===== src/rtl/spi_slave.sv =====
// SPI mode-0 responder, MSB first, 8-bit frames, with all pins oversampled on clk.
// Define SPI_SLAVE_OVERRUN_EN to add the sticky overrun flag and its ovr_clr input.
module spi_slave #(
    parameter logic [7:0] FILL = 8'hFF
) (
    input  logic       clk,
    input  logic       rst,
    input  logic       sclk,
    input  logic       mosi,
    input  logic       n_cs,
    output logic       miso,
    output logic [7:0] rx_data,
    output logic       rx_full,
    input  logic       rx_rd,
    input  logic [7:0] tx_data,
    input  logic       tx_we,
    output logic       tx_empty
`ifdef SPI_SLAVE_OVERRUN_EN
    ,
    input  logic       ovr_clr,
    output logic       overrun
`endif
);

    typedef enum logic {
        IDLE     = 1'b0,
        SELECTED = 1'b1
    } state_e;

    state_e      state_q, state_d;

    logic        sclk_meta_q, sclk_meta_d;
    logic        sclk_sync_q, sclk_sync_d;
    logic        sclk_prev_q, sclk_prev_d;
    logic        n_cs_meta_q, n_cs_meta_d;
    logic        n_cs_sync_q, n_cs_sync_d;
    logic        mosi_meta_q, mosi_meta_d;
    logic        mosi_sync_q, mosi_sync_d;

    logic [2:0]  bit_cnt_q, bit_cnt_d;
    logic [7:0]  rx_shift_q, rx_shift_d;
    logic [7:0]  tx_shift_q, tx_shift_d;
    logic [7:0]  tx_buf_q, tx_buf_d;
    logic        tx_empty_q, tx_empty_d;
    logic [7:0]  rx_data_q, rx_data_d;
    logic        rx_full_q, rx_full_d;
    logic        miso_q, miso_d;

    logic        sclk_rise;
    logic        sclk_fall;
    logic        load_tx;
    logic        byte_done;

`ifdef SPI_SLAVE_OVERRUN_EN
    logic        overrun_q, overrun_d;
`endif

    assign sclk_rise = sclk_sync_q & ~sclk_prev_q;
    assign sclk_fall = ~sclk_sync_q & sclk_prev_q;

    always_comb begin
        sclk_meta_d = sclk;
        sclk_sync_d = sclk_meta_q;
        sclk_prev_d = sclk_sync_q;
        n_cs_meta_d = n_cs;
        n_cs_sync_d = n_cs_meta_q;
        mosi_meta_d = mosi;
        mosi_sync_d = mosi_meta_q;
    end

    always_comb begin
        state_d    = state_q;
        bit_cnt_d  = bit_cnt_q;
        rx_shift_d = rx_shift_q;
        tx_shift_d = tx_shift_q;
        tx_buf_d   = tx_buf_q;
        tx_empty_d = tx_empty_q;
        rx_data_d  = rx_data_q;
        rx_full_d  = rx_full_q;
        miso_d     = miso_q;
        load_tx    = 1'b0;
        byte_done  = 1'b0;

        case (state_q)
            IDLE: begin
                bit_cnt_d = '0;
                if (!n_cs_sync_q) begin
                    state_d = SELECTED;
                    load_tx = 1'b1;
                end
            end
            SELECTED: begin
                miso_d = tx_shift_q[7];
                if (n_cs_sync_q) begin
                    state_d   = IDLE;
                    bit_cnt_d = '0;
                end else begin
                    if (sclk_rise) begin
                        rx_shift_d = {rx_shift_q[6:0], mosi_sync_q};
                        byte_done  = (bit_cnt_q == 3'd7);
                        bit_cnt_d  = bit_cnt_q + 3'd1;
                    end
                    // A fall with the counter at 0 only happens right after a byte boundary.
                    if (sclk_fall) begin
                        if (bit_cnt_q == 3'd0) begin
                            load_tx = 1'b1;
                        end else begin
                            tx_shift_d = {tx_shift_q[6:0], 1'b1};
                        end
                    end
                end
            end
            default: state_d = IDLE;
        endcase

        // The load sees the buffer as it was before any write in the same cycle.
        if (load_tx) begin
            tx_shift_d = tx_empty_q ? FILL : tx_buf_q;
            tx_empty_d = 1'b1;
        end
        if (tx_we) begin
            tx_buf_d   = tx_data;
            tx_empty_d = 1'b0;
        end

        if (byte_done) begin
            rx_data_d = {rx_shift_q[6:0], mosi_sync_q};
            rx_full_d = 1'b1;
        end else if (rx_rd) begin
            rx_full_d = 1'b0;
        end
    end

`ifdef SPI_SLAVE_OVERRUN_EN
    always_comb begin
        overrun_d = overrun_q;
        if (byte_done && rx_full_q && !rx_rd) begin
            overrun_d = 1'b1;
        end else if (ovr_clr) begin
            overrun_d = 1'b0;
        end
    end

    always_ff @(posedge clk) begin
        if (rst) begin
            overrun_q <= 1'b0;
        end else begin
            overrun_q <= overrun_d;
        end
    end

    assign overrun = overrun_q;
`endif

    always_ff @(posedge clk) begin
        if (rst) begin
            state_q     <= IDLE;
            sclk_meta_q <= 1'b0;
            sclk_sync_q <= 1'b0;
            sclk_prev_q <= 1'b0;
            n_cs_meta_q <= 1'b1;
            n_cs_sync_q <= 1'b1;
            mosi_meta_q <= 1'b0;
            mosi_sync_q <= 1'b0;
            bit_cnt_q   <= '0;
            rx_shift_q  <= '0;
            tx_shift_q  <= FILL;
            tx_buf_q    <= '0;
            tx_empty_q  <= 1'b1;
            rx_data_q   <= '0;
            rx_full_q   <= 1'b0;
            miso_q      <= 1'b1;
        end else begin
            state_q     <= state_d;
            sclk_meta_q <= sclk_meta_d;
            sclk_sync_q <= sclk_sync_d;
            sclk_prev_q <= sclk_prev_d;
            n_cs_meta_q <= n_cs_meta_d;
            n_cs_sync_q <= n_cs_sync_d;
            mosi_meta_q <= mosi_meta_d;
            mosi_sync_q <= mosi_sync_d;
            bit_cnt_q   <= bit_cnt_d;
            rx_shift_q  <= rx_shift_d;
            tx_shift_q  <= tx_shift_d;
            tx_buf_q    <= tx_buf_d;
            tx_empty_q  <= tx_empty_d;
            rx_data_q   <= rx_data_d;
            rx_full_q   <= rx_full_d;
            miso_q      <= miso_d;
        end
    end

    assign miso     = miso_q;
    assign rx_data  = rx_data_q;
    assign rx_full  = rx_full_q;
    assign tx_empty = tx_empty_q;

endmodule

===== config.mk =====
export PLATFORM = sky130hd
export DESIGN_NAME = spi_slave
export DESIGN_NICKNAME = d
export VERILOG_FILES = /design/src/rtl/spi_slave.sv
export SDC_FILE = /design/constraint.sdc
export NUM_CORES = 1
export LEC_CHECK = 0
export ABC_CLOCK_PERIOD_IN_PS = 1800
export BUFFER_PORTS_ARGS = -buffer_cell sky130_fd_sc_hd__buf_2
export CAP_MARGIN = 20
export CORE_MARGIN = 1.5
export CORE_UTILIZATION = 45
export DETAILED_ROUTE_END_ITERATION = 7
export GPL_TIMING_DRIVEN = 0
export HOLD_SLACK_MARGIN = 0.08
export PLACE_DENSITY = 0.66
export SLEW_MARGIN = 20
export SYNTH_ARGS = -nofsm -noshare
export SYNTH_HDL_FRONTEND = slang
export SYNTH_SLANG_ARGS = --single-unit

===== constraint.sdc =====
create_clock -name clk -period 1.8 [get_ports clk]
set_clock_uncertainty 0.15 [all_clocks]
set_input_delay 0.09 -clock clk [delete_from_list [all_inputs] [get_ports clk]]
set_output_delay 0.09 -clock clk [all_outputs]
set_load 0.1 [all_outputs]

==> results.cfg <==
[finish]
multi_input_area_um2 = 709
design_area_um2 = 2120
layout_commonest_cell = dfxtp_1
final-seq-area_um2 = 901
final_cell_mix = dfxtp_1, buf_2, nor2_1
nNetsFinal = 236
layout-drive-gt1-share = 0.188
diodes = 0
n_fill_cell = 338
utilization = 0.582
synthToLayoutAreaGrowth_pct = 24.4

[route]
drc_errors = 0
dr.pass1.iters = 4
ant_nets = 0
vias = 1302
drtIter0Drc = 38
via_per_inst = 4.89
wl_per_cell_um = 12.0
totalWireLength_um = 3190

[place]
gp_congestion = 0.769
port_buffers = 23
hpwl_um = 2270
place_area_um2 = 1880
preCtsSetupSlack_ns = 0.269

[yosys]
synth_top_cell_area_share = 0.530
synth_cell_type_count = 31
synth_area_um2 = 1700
synthCells = 173
yosys-top-cells-area = dfxtp_1, mux2i_1, a21oi_1, nor2_1, nand3_1
synth-seq-cells = 45
yosysTopAreaCell = dfxtp_1
synth_edf_count = 0
synth.net_count = 191
yosysSeqAreaShare = 0.530
yosysWarnings = 0
async_flop_share = 0
synth_flop_cell = dfxtp_1
syn_avg_cell_area_um2 = 9.83

[die]
die_w_um = 64.5
io_pins = 26
dieHeight_um = 64.5
core_um2 = 3630
row_count = 22
start_util = 0.468
dieArea_um2 = 4160

[critical_path]
worstSetupPathType = reg -> reg
cpMaxStageDelayCell = dfxtp_1
crit_chain = inv_1 > ha_1 > nand2b_1 > a21o_1 > o22ai_1 > o21ai_0
max_stage_delay_ns = 0.38
crit_family = compound AO/OA/AOI/OAI gates
arrival_ns = 1.62
worst-path-buf-inv = 1
required_ns = 1.86
crit_fanout = 6
end_kind = flop
startpoint_type = flop

[cts]
clockRootBuffer = clkbuf_8
postCtsSetupBuffers = 0
postCtsHoldBufs = 15
clk-insertion-delay-late_ns = 0.29
h-tree-depth = 2
cts_buffer_depth = 2
cts_tree = built
clk_pin_slew_ns = 0.08
cts.sink_count = 45
post_cts_resized = 0
numCtsBuffers = 5

[global_routing]
grt_first_pass_wirelength_um = 5570
grt_use_total = 0.174
antenna_found_initial = 0
grt-ovfl-total = 0
grt_max_degree = 14
grt_pass1_vias = 1302

[timing]
setup_viol = 0
drv_slew = 0
fmaxAchievable_mhz = 641
finalSetupTns_ns = 0
final_hold_viol_count = 0
setup_ws_ns = 0.240
rsz0062_at_grt = false
period_share = 0.867
relSlewSlack = 0.674
worst_pin_slew_ns = 0.490
hold_slack_ns = 0.267
min_period_ns = 1.56

[power]
powerDensity_nw_per_um2 = 847
vdd_drop_max_uv = 524
leakage_nw = 0.870

[hold_path]
min_path_type = reg -> reg

[run_status]
outcome = finished, final reports clean

[run]
drv_cap = 0
[final timing paths]
kind	slack, ns	from	depth (start not counted)	to
min	0.27	n_cs_meta_q	1	n_cs_sync_q
max reg2reg	0.24	bit_cnt_q[0]	6	tx_shift_q[5]
max	0.24	bit_cnt_q[0]	6	tx_shift_q[5]
min reg2reg	0.27	n_cs_meta_q	1	n_cs_sync_q
[routing by layer]
layer  track usage  part of all wire  vias to the layer above
li1              -                 -                      677
met1         0.199              0.43                      592
met2         0.298              0.51                       29
met3        0.0573             0.053                        4
met4        0.0745            0.0088                        0
met5             0                 0                        -
[stage by stage]
stage	cells	total power, mW
after CTS	266	1.82
final	266	1.79
after floorplan	173	1.14
after global placement	244	1.17
after global routing	266	1.89
after detailed placement	244	1.18
[cell families after synthesis]
group | Yosys count | synth area share
simple gates | 55 | 0.165
buf+inv | 14 | 0.0530
mux | 16 | 0.0942
xor+xnor | 1 | 0.00515
compound gates | 39 | 0.131
fa+ha+maj | 3 | 0.0221
flops | 45 | 0.530
[synth_stat cells, types with 2 or more instances]
library cell  number
a21oi_1           19
buf_2              2
buf_6              2
clkbuf_1           5
dfxtp_1           45
ha_1               3
inv_1              3
mux2i_1           16
nand2_1            9
nand2b_1           2
nand3_1            8
nor2_1            22
nor2b_1            6
o21ai_0            7
o21bai_1           2
o22ai_1            6
or2_2              2
[state kept, by name, indices dropped and copies added (netlist names)]
name / cells
rx_data: 8
state_q: 1
sclk_prev_q: 1
sclk_prev_d: 1
tx_shift_q: 8
rx_full: 1
tx_buf_q: 8
n_cs_meta_q: 1
mosi_sync_q: 1
sclk_meta_q: 1
n_cs_sync_q: 1
bit_cnt_q: 3
rx_shift_q: 7
tx_empty: 1
mosi_meta_q: 1
miso: 1
[where the power goes]
| part | internal, mW | switching, mW |
|---|---|---|
| sequential | 1.02 | 0.0173 |
| combinational | 0.0686 | 0.0718 |
| clock | 0.303 | 0.307 |
[worst reg2reg max path, stage by stage (launching register included)]
cell,delay [ns]
dfxtp_1,0.38
inv_1,0.06
ha_1,0.19
nand2b_1,0.16
a21o_1,0.25
o22ai_1,0.11
o21ai_0,0.17
[area by class of cell]
class | count | area share
Clock buffer | 6 | 0.0390
Sequential cell | 45 | 0.426
Buffer | 11 | 0.0373
Clock inverter | 1 | 0.00355
Tap cell | 48 | 0.0284
Multi-Input combinational cell | 114 | 0.335
Inverter | 3 | 0.00532
Timing Repair Buffer | 38 | 0.125
Note: power is estimated with default switching activity, not from simulation.
